## config.mk

```make
export PLATFORM = sky130hd
export DESIGN_NAME = pool1_relu_maxpool
export DESIGN_NICKNAME = d
export VERILOG_FILES = /design/src/rtl/pool1_relu_maxpool.sv
export SDC_FILE = /design/constraint.sdc
export NUM_CORES = 1
export LEC_CHECK = 0
export BUFFER_PORTS_ARGS = -buffer_cell sky130_fd_sc_hd__buf_2
export CAP_MARGIN = 20
export CORE_ASPECT_RATIO = 1.4
export CORE_MARGIN = 2
export CORE_UTILIZATION = 35
export CTS_BUF_LIST = sky130_fd_sc_hd__clkbuf_16
export DETAILED_ROUTE_END_ITERATION = 10
export PLACE_DENSITY = 0.57
export SETUP_SLACK_MARGIN = 0.1
export SYNTH_ARGS = -nofsm -noshare
export SYNTH_HDL_FRONTEND = slang
export SYNTH_SLANG_ARGS = --single-unit
```

## constraint.sdc

```tcl
create_clock -name clk -period 6.18 [get_ports clk]
set_input_delay 0.927 -clock clk [delete_from_list [all_inputs] [get_ports clk]]
set_output_delay 0.927 -clock clk [all_outputs]
set_load 0.02 [all_outputs]
```

## src/rtl/pool1_relu_maxpool.sv

```systemverilog
// pool1_relu_maxpool: streaming ReLU followed by 3x3 stride-2 max-pool.
// Takes an IN_DIM x IN_DIM signed feature map in raster order and emits the
// OUT_DIM x OUT_DIM pooled map in raster order. It uses one horizontal
// running-max register and a row of OUT_DIM vertical accumulators.
// Ports:
//   clk, rst          rising-edge clock, synchronous active-high reset
//   in_valid/in_ready input handshake; in_ready = !out_valid || out_ready
//   in_data           signed input pixel
//   out_valid/ready   output handshake; output fields hold until taken
//   out_data          pooled pixel (always >= 0)
//   out_row/out_col   pooled pixel coordinates
//   out_last          marks pooled pixel (OUT_DIM-1, OUT_DIM-1)
module pool1_relu_maxpool #(
   parameter int unsigned IN_DIM  = 55,
   parameter int unsigned OUT_DIM = 27,
   parameter int unsigned DATA_W  = 16
) (
   input  logic              clk,
   input  logic              rst,
   input  logic              in_valid,
   output logic              in_ready,
   input  logic [DATA_W-1:0] in_data,
   output logic              out_valid,
   input  logic              out_ready,
   output logic [DATA_W-1:0] out_data,
   output logic [4:0]        out_row,
   output logic [4:0]        out_col,
   output logic              out_last
);

   localparam int unsigned CNT_W = $clog2(IN_DIM);
   localparam int unsigned IDX_W = $clog2(OUT_DIM);

   logic [CNT_W-1:0]  r_row, r_col;
   logic [DATA_W-1:0] r_hreg;
   logic [DATA_W-1:0] r_acc [OUT_DIM];
   logic              r_out_valid, r_out_last;
   logic [DATA_W-1:0] r_out_data;
   logic [4:0]        r_out_row, r_out_col;

   logic              w_accept, w_col_end, w_row_end, w_hdone, w_emit;
   logic [DATA_W-1:0] w_x, w_h, w_v;
   logic [IDX_W-1:0]  w_i, w_j;

   assign in_ready  = !r_out_valid || out_ready;
   assign w_accept  = in_valid && in_ready;

   // ReLU: once negatives are zeroed, all maxima are plain unsigned compares
   assign w_x = in_data[DATA_W-1] ? '0 : in_data;
   assign w_h = (r_hreg > w_x) ? r_hreg : w_x;

   assign w_col_end = (r_col == CNT_W'(IN_DIM - 1));
   assign w_row_end = (r_row == CNT_W'(IN_DIM - 1));

   // An even column >= 2 closes a horizontal window; an even row >= 2 closes a vertical one
   assign w_hdone = !r_col[0] && (r_col != '0);
   assign w_emit  = w_accept && w_hdone && !r_row[0] && (r_row != '0);

   // Window index = col/2 - 1 (only meaningful when a window closes)
   assign w_j = IDX_W'((r_col >> 1) - CNT_W'(1));
   assign w_i = IDX_W'((r_row >> 1) - CNT_W'(1));
   assign w_v = (r_acc[w_j] > w_h) ? r_acc[w_j] : w_h;

   // Raster counters and output register
   always_ff @(posedge clk) begin
      if (rst) begin
         r_row       <= '0;
         r_col       <= '0;
         r_out_valid <= 1'b0;
         r_out_data  <= '0;
         r_out_row   <= '0;
         r_out_col   <= '0;
         r_out_last  <= 1'b0;
      end else begin
         if (r_out_valid && out_ready) begin
            r_out_valid <= 1'b0;
         end
         if (w_accept) begin
            if (w_col_end) begin
               r_col <= '0;
               r_row <= w_row_end ? '0 : r_row + CNT_W'(1);
            end else begin
               r_col <= r_col + CNT_W'(1);
            end
         end
         // A load here overrides the drain above, giving back-to-back transfers
         if (w_emit) begin
            r_out_valid <= 1'b1;
            r_out_data  <= w_v;
            r_out_row   <= 5'(w_i);
            r_out_col   <= 5'(w_j);
            r_out_last  <= (w_i == IDX_W'(OUT_DIM - 1)) && (w_j == IDX_W'(OUT_DIM - 1));
         end
      end
   end

   // Running-max datapath; row 0 / column 0 overwrite stale contents, so no reset
   always_ff @(posedge clk) begin
      if (w_accept) begin
         if (r_col == '0) begin
            r_hreg <= w_x;
         end else if (r_col[0]) begin
            r_hreg <= w_h;
         end else begin
            // Shared column: this pixel also opens the next window
            r_hreg <= w_x;
         end
         if (w_hdone) begin
            if (r_row == '0) begin
               r_acc[w_j] <= w_h;
            end else if (r_row[0]) begin
               r_acc[w_j] <= w_v;
            end else begin
               // Shared row: this row also opens the next vertical window
               r_acc[w_j] <= w_h;
            end
         end
      end
   end

   assign out_valid = r_out_valid;
   assign out_data  = r_out_data;
   assign out_row   = r_out_row;
   assign out_col   = r_out_col;
   assign out_last  = r_out_last;

endmodule

```

==> impl_metrics.env <==
export IMPL_outcome="finished, final reports clean"
export IMPL_drc_errors=0
export IMPL_area_delta_synth_final_pct=16.6
export IMPL_grt_first_pass_wirelength_um=77700
export IMPL_placed_area_um2=22500
export IMPL_synth_ff_latch_count=488
export IMPL_power_density_nw_per_um2=293
export IMPL_synth_avg_cell_area_um2=16.4
export IMPL_reg2reg_depth=18
export IMPL_synthesis_nets=1319
export IMPL_worst_hold_path_num_cells=2
export IMPL_yosys_area_top_type="edfxtp_1"
export IMPL_numCtsBuffers=47
export IMPL_holdPathEnd="out_data[8]"
export IMPL_p_leak_nw=8.04
export IMPL_timing_fmax_mhz=178
export IMPL_clockRootBuffer="clkbuf_16"
export IMPL_setup_ws_ns=0.575
export IMPL_final_nets=1448
export IMPL_wl_met3_um=1900
export IMPL_hold_class="register to register"
export IMPL_power_w=0.00701
export IMPL_yosysTopAreaCellShare_pct=65.6
export IMPL_die_y_um=290
export IMPL_netlist_top_cells_area="edfxtp_1 66%, mux4_2 11%, dfxtp_1 3.9%"
export IMPL_syn_area_um2=20500
export IMPL_antennaDiodeCount=0
export IMPL_period_needed_ns=5.61
export IMPL_synthCells=1254
export IMPL_cts_htree_levels=2
export IMPL_synth_edf_count=448
export IMPL_wl_met1_um=20900
export IMPL_routed_top_layer="met4"
export IMPL_grt_pass1_vias=12000
export IMPL_tightest_slew_ns=1.10
export IMPL_wl_met2_um=26400
export IMPL_arrival_ns=5.96
export IMPL_post_route_period_util_pct=90.7
export IMPL_antenna_found_initial=0
export IMPL_die_w_um=209
export IMPL_hold_buffers=0
export IMPL_design_core_area_um2=58300
export IMPL_required_ns=6.54
export IMPL_clock_latency_ns=0.56
export IMPL_drive_above_1_share_pct=24.5
export IMPL_dp_hpwl_um=33600
export IMPL_vias=11600
export IMPL_cts_setup_buffers=0
export IMPL_r2r_end="r_acc[6][4]"
export IMPL_io_pins=49
export IMPL_grt_max_degree=98
export IMPL_rows=105
export IMPL_final_common_cell="edfxtp_1"
export IMPL_pre_cts_ws_ns=0.500
export IMPL_final_cell_mix="448 x edfxtp_1, 96 x mux4_2, 94 x nand2_1, 83 x buf_4, 75 x nor2_1"
export IMPL_startpoint_type="register"
export IMPL_cts_buffer_depth=3
export IMPL_fin_area_um2=23900
export IMPL_worstReg2RegStart="r_col[2]"
export IMPL_post_cts_resized=0
export IMPL_slew_headroom_pct=26.2
export IMPL_r2r_slack_ns=0.57
export IMPL_fin_util_pct=41.0
export IMPL_worstHoldStart="out_data[8]"
export IMPL_io_buffer_count=48
export IMPL_grt_setup_unrepaired="false"
export IMPL_skew_ns=0.0172
export IMPL_wire_per_inst_um=23.9
export IMPL_max_cap_viol_count=0
export IMPL_ys_flop_type="edfxtp_1"
export IMPL_first_iter_violations=1103
export IMPL_clk_pin_slew_ns=0.06
export IMPL_async_flop_share_pct=0
export IMPL_cp_max_fo=31
export IMPL_cts_tree="built"
export IMPL_yosys_warnings=0
export IMPL_grt_usage_pct=17.2
export IMPL_gr_total_overflow=0
export IMPL_postRouteAntennaNets=0
export IMPL_vias_per_cell=5.34
export IMPL_worstSetupPathType="register to register"
export IMPL_critPathCaptureType="register"
export IMPL_dieArea_um2=60600
export IMPL_ir_drop_uv=177
export IMPL_start_util_pct=35.2
export IMPL_first_pass_iters=5
export IMPL_yosysSeqAreaShare_pct=69.5
export IMPL_gp_congestion=0.838
export IMPL_hold_viol=0
export IMPL_cts_sinks=488
export IMPL_setup_viol=0
export IMPL_slew_violations=0
export IMPL_ys_types=62
export IMPL_routed_wl_um=51900
worst max path at each step:
stage,from,end,depth (start not counted)
after floorplan,r_col[1],r_acc[0][10],21
after global placement,in_data[15],r_acc[7][4],20
after detailed placement,in_data[15],r_acc[4][4],20
after CTS,r_col[2],r_acc[4][4],18
after global routing,r_col[2],r_acc[4][4],18
final,r_col[2],r_acc[6][4],18
kinds of logic (layout without fill, tap and decap cells):
group / after synthesis / after routing / synth area share, %
buffers and inverters: 104 / 270 / 2.14
muxes: 147 / 147 / 13.1
and+or+nand+nor: 303 / 303 / 7.28
AOI/OAI and AO/OA: 158 / 158 / 4.89
xor gates and xnor gates: 9 / 9 / 0.384
adders and majority gates: 45 / 45 / 2.74
DFF: 488 / 488 / 69.5
layer usage:
layer / vias to the layer above / track usage (%)
li1: 5176 / -
met2: 289 / 30.0
met4: 0 / 8.69
met3: 94 / 2.01
met5: - / 0
met1: 6018 / 21.0
sequential cells by signal, indices dropped and copies added, names as in the netlist:
name / flops
out_last: 1
r_acc: 432
r_hreg: 16
out_col: 5
r_row: 6
out_row: 5
out_data: 16
out_valid: 1
r_col: 6
per-stage QoR:
step / setup TNS, ns / instances / hold WS (ns)
CTS: 0 / 2167 / 0.465
finish: 0 / 2169 / 0.464
global route: 0 / 2169 / 0.476
detailed placement: 0 / 2081 / 0.448
global placement: 0 / 2081 / 0.448
floorplan: -17.85 / 1254 / 0.497
power by group:
part / switching, W / internal [W]
registers: 0.00000824 / 0.00368
logic: 0.000396 / 0.000270
clock network: 0.00121 / 0.00145
total: 0.00162 / 0.00540
cells in the mapped netlist (all sizes together) (3+ instances only):
cell,n
o31ai,3
a21oi,25
nand3,22
nand4,10
a211oi,22
nor2,77
mux2,4
nand2b,7
mux4,96
inv,38
edfxtp,448
nand2,94
mux2i,47
o21a,4
a221o,3
dfxtp,40
nor4,19
nor3,17
and2,5
and3,7
o21ai,69
nor2b,23
clkbuf,41
o221ai,15
and2b,9
xor2,5
xnor2,4
ha,45
buf,25
a21o,3
worst max-delay path: stages (launching register included):
cell	delay [ns]
dfxtp_1	0.59
inv_1	0.24
ha_4	0.51
buf_12	0.28
buf_12	0.22
mux4_2	0.30
and2b_1	0.18
nor4_2	0.39
buf_4	0.21
inv_1	0.04
ha_1	0.29
nand4_1	0.14
nor4_1	0.45
a21boi_0	0.27
o41ai_2	0.16
nor2_2	0.32
buf_4	0.20
mux2i_2	0.26
buf_4	0.31
layout make-up:
cell class	instances	area, µm²
clock buffers	48	1200
clock inverters	38	203
fillers	5304	34400
inverters	38	143
multi-input cells	662	6010
flip-flops and latches	488	14300
well taps	749	937
repair buffers	146	1170
No activity file was read; power rests on OpenSTA's default activity.
